**config.mk**
```make
export PLATFORM = sky130hd
export DESIGN_NAME = arb4_gea0
export DESIGN_NICKNAME = d
export VERILOG_FILES = /design/src/rtl/arb4_gea0_pkg.sv /design/src/rtl/prio_rr_gea0.sv /design/src/rtl/arb4_gea0.sv
export SDC_FILE = /design/constraint.sdc
export NUM_CORES = 1
export LEC_CHECK = 0
export CAP_MARGIN = 20
export CORE_UTILIZATION = 47
export DETAILED_ROUTE_END_ITERATION = 7
export GPL_TIMING_DRIVEN = 0
export PLACE_DENSITY = 0.68
export SLEW_MARGIN = 25
export SYNTH_ARGS = -nofsm -noshare
export SYNTH_HDL_FRONTEND = slang
export SYNTH_SLANG_ARGS = --single-unit
export TNS_END_PERCENT = 100
```
**constraint.sdc**
```tcl
create_clock -name clk -period 3.8 [get_ports clk]
set_clock_uncertainty 0.2 [all_clocks]
set_input_delay 0.38 -clock clk [delete_from_list [all_inputs] [get_ports clk]]
set_output_delay 0.38 -clock clk [all_outputs]
set_load 0.05 [all_outputs]
```
**src/rtl/arb4_gea0_pkg.sv**
```systemverilog
// Shared definitions for the gea0 arbiter family: FSM state encodings
// and the default tenure-limit parameters.
package arb4_gea0_pkg;

    // Arbiter state: IDLE arbitrates, GRANT holds the current owner.
    typedef enum logic {
        ARB_IDLE  = 1'b0,
        ARB_GRANT = 1'b1
    } arb_state_t;

    // Default tenure limit (cycles) and tenure counter width.
    localparam int HOLD_MAX_DEF = 16;
    localparam int CW_DEF       = 8;

endpackage

```
**src/rtl/prio_rr_gea0.sv**
```systemverilog
// Combinational rotating priority encoder. Searches req starting at
// index ptr, wrapping modulo N, and returns the first set bit as a
// one-hot select and as an index. any is the OR of all request bits.
module prio_rr_gea0 #(
    parameter int N  = 4,
    parameter int IW = 2
) (
    input  logic [N-1:0]  req,
    input  logic [IW-1:0] ptr,
    output logic [N-1:0]  sel,
    output logic [IW-1:0] sel_id,
    output logic          any
);

    logic [2*N-1:0] req_dbl;
    logic [2*N-1:0] req_rot;
    logic [IW-1:0]  off;
    logic           found;
    logic [IW:0]    sum;

    // Rotate the request vector so that bit 0 is the highest-priority slot.
    always_comb begin
        req_dbl = {req, req};
        req_rot = req_dbl >> ptr;
    end

    // First set bit of the rotated vector, mapped back to an absolute index.
    always_comb begin
        off    = '0;
        found  = 1'b0;
        sum    = '0;
        sel_id = '0;
        sel    = '0;
        any    = |req;
        for (int i = 0; i < N; i++) begin
            if (!found && req_rot[i]) begin
                found = 1'b1;
                off   = IW'(i);
            end
        end
        sum = {1'b0, ptr} + {1'b0, off};
        if (sum >= (IW+1)'(N)) begin
            sum = sum - (IW+1)'(N);
        end
        if (found) begin
            sel_id = sum[IW-1:0];
            sel    = N'(1) << sel_id;
        end
    end

endmodule

```
**src/rtl/arb4_gea0.sv**
```systemverilog
// Round-robin arbiter with tenure limit. Grants one requester at a time,
// holds the grant until the owner drops req or the tenure limit expires,
// then rotates priority to the requester after the owner. Every handoff
// passes through one IDLE cycle with no grant, so grants never overlap.
module arb4_gea0
    import arb4_gea0_pkg::*;
#(
    parameter int N        = 4,
    parameter int IW       = 2,
    parameter int CW       = CW_DEF,
    parameter int HOLD_MAX = HOLD_MAX_DEF
) (
    input  logic          clk,
    input  logic          rst,
    input  logic [N-1:0]  req,
    output logic [N-1:0]  gnt,
    output logic [IW-1:0] gnt_id,
    output logic          busy,
    output logic          timeout
);

    // Count value at which the owner has used its last allowed cycle.
    localparam logic [CW-1:0] LIMIT    = (HOLD_MAX == 0) ? '0 : CW'(HOLD_MAX - 1);
    localparam bit            LIMIT_EN = (HOLD_MAX != 0);

    arb_state_t    state_r, state_nx;
    logic [IW-1:0] ptr_r, ptr_nx;
    logic [CW-1:0] cnt_r, cnt_nx;
    logic [N-1:0]  gnt_r, gnt_nx;
    logic [IW-1:0] gnt_id_r, gnt_id_nx;
    logic          busy_r, busy_nx;
    logic          timeout_r, timeout_nx;

    logic [N-1:0]  sel;
    logic [IW-1:0] sel_id;
    logic          any;
    logic          own_req;
    logic [IW-1:0] ptr_after;

    prio_rr_gea0 #(
        .N  (N),
        .IW (IW)
    ) u_prio (
        .req    (req),
        .ptr    (ptr_r),
        .sel    (sel),
        .sel_id (sel_id),
        .any    (any)
    );

    // Owner still requesting, and the slot just after the owner for rotation.
    always_comb begin
        own_req   = |(req & gnt_r);
        ptr_after = (gnt_id_r == IW'(N - 1)) ? '0 : gnt_id_r + IW'(1);
    end

    // Next-state and next-output logic; release has precedence over timeout.
    always_comb begin
        state_nx   = state_r;
        ptr_nx     = ptr_r;
        cnt_nx     = cnt_r;
        gnt_nx     = gnt_r;
        gnt_id_nx  = gnt_id_r;
        busy_nx    = busy_r;
        timeout_nx = 1'b0;
        unique case (state_r)
            ARB_IDLE: begin
                if (any) begin
                    gnt_nx    = sel;
                    gnt_id_nx = sel_id;
                    busy_nx   = 1'b1;
                    cnt_nx    = '0;
                    state_nx  = ARB_GRANT;
                end
            end
            ARB_GRANT: begin
                if (!own_req) begin
                    gnt_nx   = '0;
                    busy_nx  = 1'b0;
                    ptr_nx   = ptr_after;
                    cnt_nx   = '0;
                    state_nx = ARB_IDLE;
                end else if (LIMIT_EN && (cnt_r == LIMIT)) begin
                    gnt_nx     = '0;
                    busy_nx    = 1'b0;
                    ptr_nx     = ptr_after;
                    cnt_nx     = '0;
                    timeout_nx = 1'b1;
                    state_nx   = ARB_IDLE;
                end else if (!LIMIT_EN) begin
                    cnt_nx = '0;
                end else if (cnt_r != '1) begin
                    cnt_nx = cnt_r + CW'(1);
                end
            end
            default: begin
                state_nx = ARB_IDLE;
                gnt_nx   = '0;
                busy_nx  = 1'b0;
            end
        endcase
    end

    // State, pointer, counter and output registers with asynchronous clear.
    always_ff @(posedge clk or posedge rst) begin
        if (rst) begin
            state_r   <= ARB_IDLE;
            ptr_r     <= '0;
            cnt_r     <= '0;
            gnt_r     <= '0;
            gnt_id_r  <= '0;
            busy_r    <= 1'b0;
            timeout_r <= 1'b0;
        end else begin
            state_r   <= state_nx;
            ptr_r     <= ptr_nx;
            cnt_r     <= cnt_nx;
            gnt_r     <= gnt_nx;
            gnt_id_r  <= gnt_id_nx;
            busy_r    <= busy_nx;
            timeout_r <= timeout_nx;
        end
    end

    assign gnt     = gnt_r;
    assign gnt_id  = gnt_id_r;
    assign busy    = busy_r;
    assign timeout = timeout_r;

endmodule
```
-- Word-level counts from Yosys, hierarchy flattened
Index checks and enable logic that the tools add are counted.
- bits of input ports: 6
- logic and storage cells: 68
- output and inout port bits: 8
- bits in registers: 19
- reduce and logical (&&, ||, !) cells: 12
- order comparisons: 1
- add/sub/neg operators: 4
- bitwise gates (word level): 2
- shifts and indexed selects: 2
- equality and inequality tests: 7
- multiplexer cells: 33
- operators by type and width (cell ; number):
    8-bit two-way mux ; 4
    4-bit two-way mux ; 4
    8-bit one-hot mux with 2 select lines ; 1
    1-bit two-way mux ; 14
    2-bit two-way mux ; 7
    8-bit by 1-bit adder with 8-bit output, second input constant ; 1
    8-bit by 4-bit == test with 1-bit output, second input constant ; 1
    8-bit != test, second input constant ; 1
    4-bit one-hot mux with 2 select lines ; 1
    2-bit AND reduction ; 4
    4-bit OR reduction ; 2
    8-bit by 2-bit >> shifter with 4-bit output ; 1
    4-bit bitwise AND ; 1
    4-bit by 2-bit != test with 1-bit output, second input constant ; 1
    1-bit one-hot mux with 2 select lines ; 2
    1-bit by 2-bit << shifter with 4-bit output, first input constant ; 1
    2-bit by 2-bit adder with 3-bit output ; 1
    3-bit greater-or-equal comparator, second input constant ; 1
    1-bit logical AND ; 3
    1-bit zero test ; 3
    3-bit by 2-bit != test with 1-bit output, second input constant ; 1
    2-bit by 1-bit adder with 2-bit output, second input constant ; 1
    2-bit == test, second input constant ; 1
    2-bit by 1-bit != test with 1-bit output, second input constant ; 1
    other kinds (3) ; 3

-- Longest topological paths before layout
Gate-level depths: netlist of run 1.
- word-level depth: 18
- gate-level depth with buffers: 10

-- Modules after synthesis
Synthesis of run 1 repeated with hierarchy kept, for this count alone.
- cell total of the unflattened synthesis: 134
- area, all modules: 1243.7 um2
- by module, submodules not included (module ; area an instance (um2) ; sequential area each (um2) ; cells an instance ; times used):
    arb4_gea0 ; 947.2 ; 475.5 ; 92 ; 1
    prio_rr_gea0 ; 296.5 ; 0.0 ; 42 ; 1

-- Worst setup path after synthesis of run 1
OpenSTA, ideal clock, no wires.
- path type: input to register
- from: in req[3]
- to: reg gnt_r[1] (netlist: gnt[1])
- cell stages on the path: 10
- library setup time: 87 ps
- slack: 1665 ps
- arrival: 1848 ps
- cell sequence: buf_4 inv_1 o311ai_0 o21ai_0 o221ai_1 ha_1 xnor2_1 nor4b_1 o21ai_0 o211ai_1
- cells in the longest elaborated chain, start to end: 18
- elaborated cells between the ends (all ways): 29
- those cells by class: add/sub (2); order compare (1); eq/ne (2); shift (2); mux (12); bitwise (1); reduce/logical (9)
- RTL lines (element ; RTL line ; RTL):
    from (decl) ; arb4_gea0.sv:15 ; input logic [N-1:0] req,
    8-bit by 2-bit >> shifter with 4-bit output ; prio_rr_gea0.sv:24 ; req_rot = req_dbl >> ptr;
    1-bit two-way mux ; prio_rr_gea0.sv:36 ; if (!found && req_rot[i]) begin
    1-bit zero test ; prio_rr_gea0.sv:36 ;
    1-bit logical AND ; prio_rr_gea0.sv:36 ;
    1-bit two-way mux ; prio_rr_gea0.sv:36 ;
    1-bit zero test ; prio_rr_gea0.sv:36 ;
    1-bit logical AND ; prio_rr_gea0.sv:36 ;
    1-bit two-way mux ; prio_rr_gea0.sv:36 ;
    [2 not listed] ; n/a ;
    2-bit two-way mux ; prio_rr_gea0.sv:36 ;
    2-bit by 2-bit adder with 3-bit output ; prio_rr_gea0.sv:41 ; sum = {1'b0, ptr} + {1'b0, off};
    3-bit greater-or-equal comparator / 2-bit by 1-bit subtractor with 2-bit output (equally long branches) ; prio_rr_gea0.sv:42, prio_rr_gea0.sv:43 ;
    2-bit two-way mux ; prio_rr_gea0.sv:42 ; if (sum >= (IW+1)'(N)) begin
    1-bit by 2-bit << shifter with 4-bit output ; prio_rr_gea0.sv:47 ; sel = N'(1) << sel_id;
    4-bit two-way mux ; prio_rr_gea0.sv:45 ; if (found) begin
    4-bit two-way mux ; arb4_gea0.sv:68 ; if (any) begin
    4-bit one-hot mux with 2 select lines ; arb4_gea0.sv:66 ; unique case (state_r)
    to (signal assigned) ; arb4_gea0.sv:118 ; gnt_r <= gnt_nx;
    to (decl) ; arb4_gea0.sv:29 ; logic [N-1:0] gnt_r, gnt_nx;
Several ways; a longest one is shown, not always the timed one. The select of a mux whose other input is x is not followed.
A chain may end at the register's enable or synchronous reset.

-- Worst setup path in the final report of run 1
- from: reg ptr_r[0]
- to: reg gnt_r[1] (netlist: gnt[1])
- cells in the longest elaborated chain, start to end: 18
- elaborated cells between the ends (all ways): 22
- those cells by class: add/sub (2); order compare (1); shift (2); mux (11); reduce/logical (6)
- RTL lines (element ; RTL line ; RTL):
    from (decl) ; arb4_gea0.sv:27 ; logic [IW-1:0] ptr_r, ptr_nx;
    from (signal assigned) ; arb4_gea0.sv:116 ; ptr_r <= ptr_nx;
    8-bit by 2-bit >> shifter with 4-bit output ; prio_rr_gea0.sv:24 ;
    1-bit two-way mux ; prio_rr_gea0.sv:36 ;
    1-bit zero test ; prio_rr_gea0.sv:36 ;
    1-bit logical AND ; prio_rr_gea0.sv:36 ;
    1-bit two-way mux ; prio_rr_gea0.sv:36 ;
    1-bit zero test ; prio_rr_gea0.sv:36 ;
    1-bit logical AND ; prio_rr_gea0.sv:36 ;
    1-bit two-way mux ; prio_rr_gea0.sv:36 ;
    [2 not listed] ; n/a ;
    2-bit two-way mux ; prio_rr_gea0.sv:36 ;
    2-bit by 2-bit adder with 3-bit output ; prio_rr_gea0.sv:41 ;
    3-bit greater-or-equal comparator / 2-bit by 1-bit subtractor with 2-bit output (equally long branches) ; prio_rr_gea0.sv:42, prio_rr_gea0.sv:43 ;
    2-bit two-way mux ; prio_rr_gea0.sv:42 ;
    1-bit by 2-bit << shifter with 4-bit output ; prio_rr_gea0.sv:47 ;
    4-bit two-way mux * ; prio_rr_gea0.sv:45 ;
    4-bit two-way mux * ; arb4_gea0.sv:68 ;
    4-bit one-hot mux with 2 select lines * ; arb4_gea0.sv:66 ;
Every way passes the cells marked *; elsewhere a longest branch is shown, timed or not. The select of a mux whose other input is x is not followed.

==> flow_metrics.py, run 1 <==
metrics = {
    "synthesis": {
        "yosys_warnings": 0,
        "syn_avg_cell_area_um2": 9.30,
        "syn_area_um2": 1300,
        "yosysTopAreaCell": "dfrtp_1",
        "yosys_most_used_dff": "dfrtp_1",
        "synth_seq_area_share_pct": 36.5,
        "syn-instance-count": 140,
        "syn-num-nets": 149,
        "synth.distinct_cells": 48,
        "ys_ff_latch": 19,
        "synthArstFlopShare_pct": 100,
        "synth.area.top_cells": "dfrtp_1, o21ai_0, a22oi_4, nand3_1, ha_1",
        "synth_top_area_share_pct": 36.5,
        "synth-edff-count": 0,
    },
    "placement": {
        "dp.cells": 179,
        "gp_congestion": 0.856,
        "dp_hpwl_um": 2000,
        "port_buffers": 9,
        "pre_cts_ws_ns": 1.36,
    },
    "flow_run": {
        "drv_cap": 0,
    },
    "setup_path": {
        "crit_path_frequent_cell": "o21ai_0",
        "crit_type": "reg2reg",
        "crit_chain": "clkbuf_1 -> o22ai_1 -> o21ai_0 -> o221ai_1 -> ha_1 -> xnor2_1 -> nor4b_1 -> o21ai_0 -> o211ai_1",
        "slowest_stage": "dfrtp_1",
        "cp-end-kind": "register",
        "critPathArrivalTime_ns": 2.48,
        "critPathLaunchType": "register",
        "slowest_delay_ns": 0.38,
        "crit_fanout": 10,
        "required_ns": 3.83,
    },
    "cells_and_area": {
        "final_cell_mix": "dfrtp_1, o21ai_0, nand2_1",
        "fin_cells": 183,
        "final_nets": 163,
        "diodes": 0,
        "mostFrequentLayoutCell": "dfrtp_1",
        "drive_gt1_share_pct": 14.4,
        "syn2layout_area_growth_pct": 11.9,
    },
    "floorplanning": {
        "die_h_um": 54.6,
        "ios": 14,
        "initial_core_util_pct": 51.2,
        "die_w_um": 54.6,
        "rows": 18,
        "die_area_um2": 2990,
        "core-area_um2": 2540,
    },
    "grt": {
        "grt.total_usage_pct": 21.3,
        "grt_pass1_vias": 1009,
        "grt_max_degree": 20,
        "overflow": 0,
        "antenna_found_initial": 0,
        "grt_pass1_wl_um": 4540,
    },
    "drt": {
        "wirelength_um": 2720,
        "drt_iter0_drc": 19,
        "ant_nets": 0,
        "via_per_inst": 6.30,
        "drtPass1Iterations": 4,
        "wl_per_cell_um": 14.9,
        "drc": 0,
        "via_count": 1153,
    },
    "power": {
        "leakagePower_nw": 0.588,
        "power_mw": 0.954,
        "power.density_nw_per_um2": 654,
        "vdd_drop_max_v": 0.000566,
    },
    "sta": {
        "clock.fmax_mhz": 407,
        "relSlewSlack_pct": 51.2,
        "worst_pin_slew_ns": 0.731,
        "tns_ns": 0,
        "fin_ws_ns": 1.34,
        "fin_crit_sh_pct": 64.7,
        "setup_viol": 0,
        "maxSlewViolCount": 0,
        "finalHoldViolCount": 0,
        "fin_crit_ns": 2.46,
        "grt_setup_unrepaired": "false",
    },
    "clocking": {
        "clock-sinks": 19,
        "ctsHoldBuffers": 0,
        "cts_tree": "done",
        "clk_pin_slew_worst_paths_ns": 0.12,
        "cts_max_level": 1,
        "cts-buffers-inserted": 3,
        "cts_setup_buffers": 0,
        "cts_resized": 0,
        "ctsRootBufferMaster": "clkbuf_4",
        "clockBufferDepth": 2,
        "insertion_delay_ns": 0.30,
    },
    "outcome": {
        "outcome": "finished clean",
    },
    "min_path": {
        "hold_path_class": "in2async",
    },
}
-- path summary, 6_finish.rpt --
path | start | end | slack [ns] | cells past startpoint
worst min register to register | gnt_id[0] | ptr_r[0] | 0.32 | 1
worst min-delay path | rst | cnt_r[3] | 0.28 | 2
max in group asynchronous | rst | ptr_r[1] | 2.65 | 2
worst max-delay path | ptr_r[0] | gnt[1] | 1.34 | 9
worst max register to register | ptr_r[0] | gnt[1] | 1.34 | 9
min in group clk | gnt_id[0] | ptr_r[0] | 0.32 | 1
-- registers in the layout (all words and copies together), names as in the netlist --
signal / cells
gnt: 4
state_r: 1
cnt_r: 8
busy: 1
ptr_r: 2
gnt_id: 2
timeout: 1
-- worst max-delay path, delay by kind of cell (launching register included) --
family          cells  cell delay, ns
compound gates      5            0.69
xor+xnor            1            0.17
buf+inv             1            0.33
simple gates        1            0.38
fa+ha+maj           1            0.24
flops               1            0.38
-- stage by stage --
step,hold slack (ns),utilization [%],area [µm²]
final,0.283,57.3,1460
after global routing,0.356,57.3,1460
after CTS,0.303,57.3,1460
after detailed placement,0.306,56.2,1430
after global placement,0.285,56.2,1430
after floorplan,0.131,-,1300
-- layout make-up --
type	instances	area, µm²
Sequential cell	19	475
Inverter	8	30.0
Clock buffer	3	22.5
Fill cell	238	1090
Tap cell	30	37.5
Buffer	7	53.8
Multi-Input combinational cell	106	743
Clock inverter	1	5.00
Timing Repair Buffer	9	90.1
-- per-layer routing --
| layer | track usage [%] | part of all wire [%] |
|---|---|---|
| met1 | 29.3 | 51 |
| met2 | 33.5 | 45 |
| met3 | 6.11 | 3.3 |
| met4 | 2.56 | 0.37 |
| met5 | 0 | 0 |
-- cells in the mapped netlist (2+ instances only) --
cell	number
or2_2	3
nand3_1	8
nor2b_1	2
a31oi_1	2
a21oi_1	7
nor4_1	2
o31ai_1	5
inv_1	7
o21ai_0	12
nand3b_1	2
dfrtp_1	19
o211ai_1	4
buf_4	3
nand4_1	3
nand2_1	10
or4_1	2
a22oi_4	2
nor2_1	5
nor3_1	4
ha_1	3
nor3b_1	2
mux2_2	3
nor4b_1	3
buf_6	2
and3_1	2
-- power breakdown --
| group | internal [mW] | leakage, nW | switching [mW] |
|---|---|---|---|
| Combinational | 0.211 | 0.322 | 0.332 |
| Clock | 0.0393 | 0.0177 | 0.0659 |
| Sequential | 0.256 | 0.248 | 0.0503 |
| Total | 0.506 | 0.588 | 0.448 |
-- kinds of logic after synthesis --
kind of cell	Yosys count	synth area share (%)
AOI/OAI and AO/OA	43	24.8
buffers and inverters	15	6.44
and+or+nand+nor	55	25.5
adders and majority gates	3	2.88
DFF	19	36.5
xor gates and xnor gates	2	1.35
muxes	3	2.59
(Power assumes the default switching activity.)
==> run 2, diff against run 1 <==
Clock period 3.8 ns to 2.5 ns, I/O delays scaled along.
==> run 2 against run 1 <==
Critical path depth down 1. Power up 57%. Critical path type unchanged. Combinational power increased by 60%. Highest routed layer unchanged. Setup slack worse by 1.1 ns.
==> flow_metrics.py, run 2 (synthesized netlist as in run 1, its figures left out) <==
metrics = {
    "setup_path": {
        "critPathArrivalTime_ns": 2.31,
        "crit_path_frequent_cell": "o21ai_0",
        "cp-end-kind": "register",
        "slowest_delay_ns": 0.40,
        "crit_fanout": 10,
        "critPathLaunchType": "register",
        "crit_chain": "clkbuf_2 -> o311ai_0 -> o21ai_0 -> o221ai_1 -> ha_1 -> nor4_2 -> o21ai_0 -> o211ai_1",
        "crit_type": "reg2reg",
        "r2r_slack_ns": 0.21,
        "required_ns": 2.53,
        "slowest_stage": "dfrtp_1",
    },
    "clocking": {
        "cts_tree": "done",
        "ctsRootBufferMaster": "clkbuf_4",
        "clock-sinks": 19,
        "ctsHoldBuffers": 0,
        "insertion_delay_ns": 0.30,
        "clockBufferDepth": 2,
        "clk_pin_slew_worst_paths_ns": 0.12,
        "cts-buffers-inserted": 3,
        "cts_max_level": 1,
    },
    "cells_and_area": {
        "syn2layout_area_growth_pct": 13.9,
        "final_nets": 163,
        "mostFrequentLayoutCell": "dfrtp_1",
        "register_area_um2": 475,
        "top_register": "cnt_r",
        "largest_register_ffs": 8,
        "diodes": 0,
        "drive_gt1_share_pct": 17.6,
        "fill_cells": 236,
        "final_cell_mix": "dfrtp_1, o21ai_0, nand2_1",
        "fin_cells": 183,
        "multi_input_area_um2": 768,
    },
    "sta": {
        "relSlewSlack_pct": 51.3,
        "setup_viol": 0,
        "maxSlewViolCount": 0,
        "fin_crit_sh_pct": 91.5,
        "worst_pin_slew_ns": 0.730,
        "whs_ns": 0.154,
        "finalHoldViolCount": 0,
        "clock.fmax_mhz": 437,
        "fin_crit_ns": 2.29,
    },
    "drt": {
        "drt_iter0_drc": 17,
        "wl_per_cell_um": 15.1,
        "drtPass1Iterations": 4,
        "via_per_inst": 6.18,
        "ant_nets": 0,
        "wirelength_um": 2770,
        "drc": 0,
        "via_count": 1131,
    },
    "floorplanning": {
        "ios": 14,
        "initial_core_util_pct": 51.2,
        "rows": 18,
        "core-area_um2": 2540,
        "die_w_um": 54.6,
        "die_area_um2": 2990,
        "die_h_um": 54.6,
    },
    "min_path": {
        "hold_path_class": "in2async",
    },
    "grt": {
        "grt_max_degree": 20,
        "grt_pass1_vias": 1009,
        "antenna_found_initial": 0,
        "grt.total_usage_pct": 21.3,
        "overflow": 0,
        "grt_pass1_wl_um": 4540,
    },
    "placement": {
        "gp_congestion": 0.856,
        "dp_hpwl_um": 2000,
        "port_buffers": 9,
        "dp.cells": 179,
    },
    "power": {
        "power_mw": 1.50,
        "vdd_drop_max_v": 0.000864,
        "leakagePower_nw": 0.595,
        "power.density_nw_per_um2": 1010,
    },
    "outcome": {
        "outcome": "finished clean",
    },
    "flow_run": {
        "drv_cap": 0,
    },
}
==> run 2: layout make-up <==
type                    instances  share of cell area [%]
clock buffers                   3                    1.52
clock inverters                 1                   0.337
flip-flops and latches         19                    32.0
well taps                      30                    2.53
repair buffers                  9                    6.07
multi-input cells             106                    51.8
inverters                       8                    2.02
plain buffers                   7                    3.71
==> run 2: worst paths after layout <==
kind	start	end	depth (start not counted)
worst max-delay path	ptr_r[0]	gnt[2]	8
worst min-delay path	rst	cnt_r[3]	2
worst max register to register	ptr_r[0]	gnt[2]	8
min in group clk	gnt_id[0]	ptr_r[0]	1
worst min register to register	gnt_id[0]	ptr_r[0]	1
max in group asynchronous	rst	ptr_r[1]	2
==> run 2: power by group <==
group	internal, mW	switching [mW]
Clock	0.0596	0.100
Sequential	0.389	0.0837
Combinational	0.341	0.529
==> run 2: worst max-delay path: cells and delay by family, from the launching register on <==
| family | cells | cell delay (ns) |
|---|---|---|
| AOI/OAI and AO/OA | 5 | 0.74 |
| DFF | 1 | 0.40 |
| and+or+nand+nor | 1 | 0.34 |
| adders and majority gates | 1 | 0.34 |
| buffers and inverters | 1 | 0.19 |
==> run 2: routing by layer <==
metal / vias up / routed length (µm) / GRT usage [%]
met5: - / 0 / 0
met4: 0 / 10 / 2.56
met3: 2 / 126 / 6.11
met2: 32 / 1260 / 33.5
li1: 556 / - / -
met1: 541 / 1380 / 29.3
==> run 2: per-stage QoR <==
stage / setup slack [ns] / setup TNS [ns] / utilization, % / cell area, µm²
2_1_floorplan: 0.380 / 0 / - / 1300
3_3_place_gp: 0.152 / 0 / 56.2 / 1430
3_5_place_dp: 0.0643 / 0 / 56.2 / 1430
4_1_cts: 0.0517 / 0 / 57.3 / 1460
5_1_grt: -0.0141 / -0.0225 / 58.3 / 1480
6_report: 0.214 / 0 / 58.3 / 1480
==> run 2: repair_timing <==
action | in CTS | in global routing
endpoints found under the setup margin | 0 | 4
setup buffers | 0 | 0
resized for setup | 0 | 6
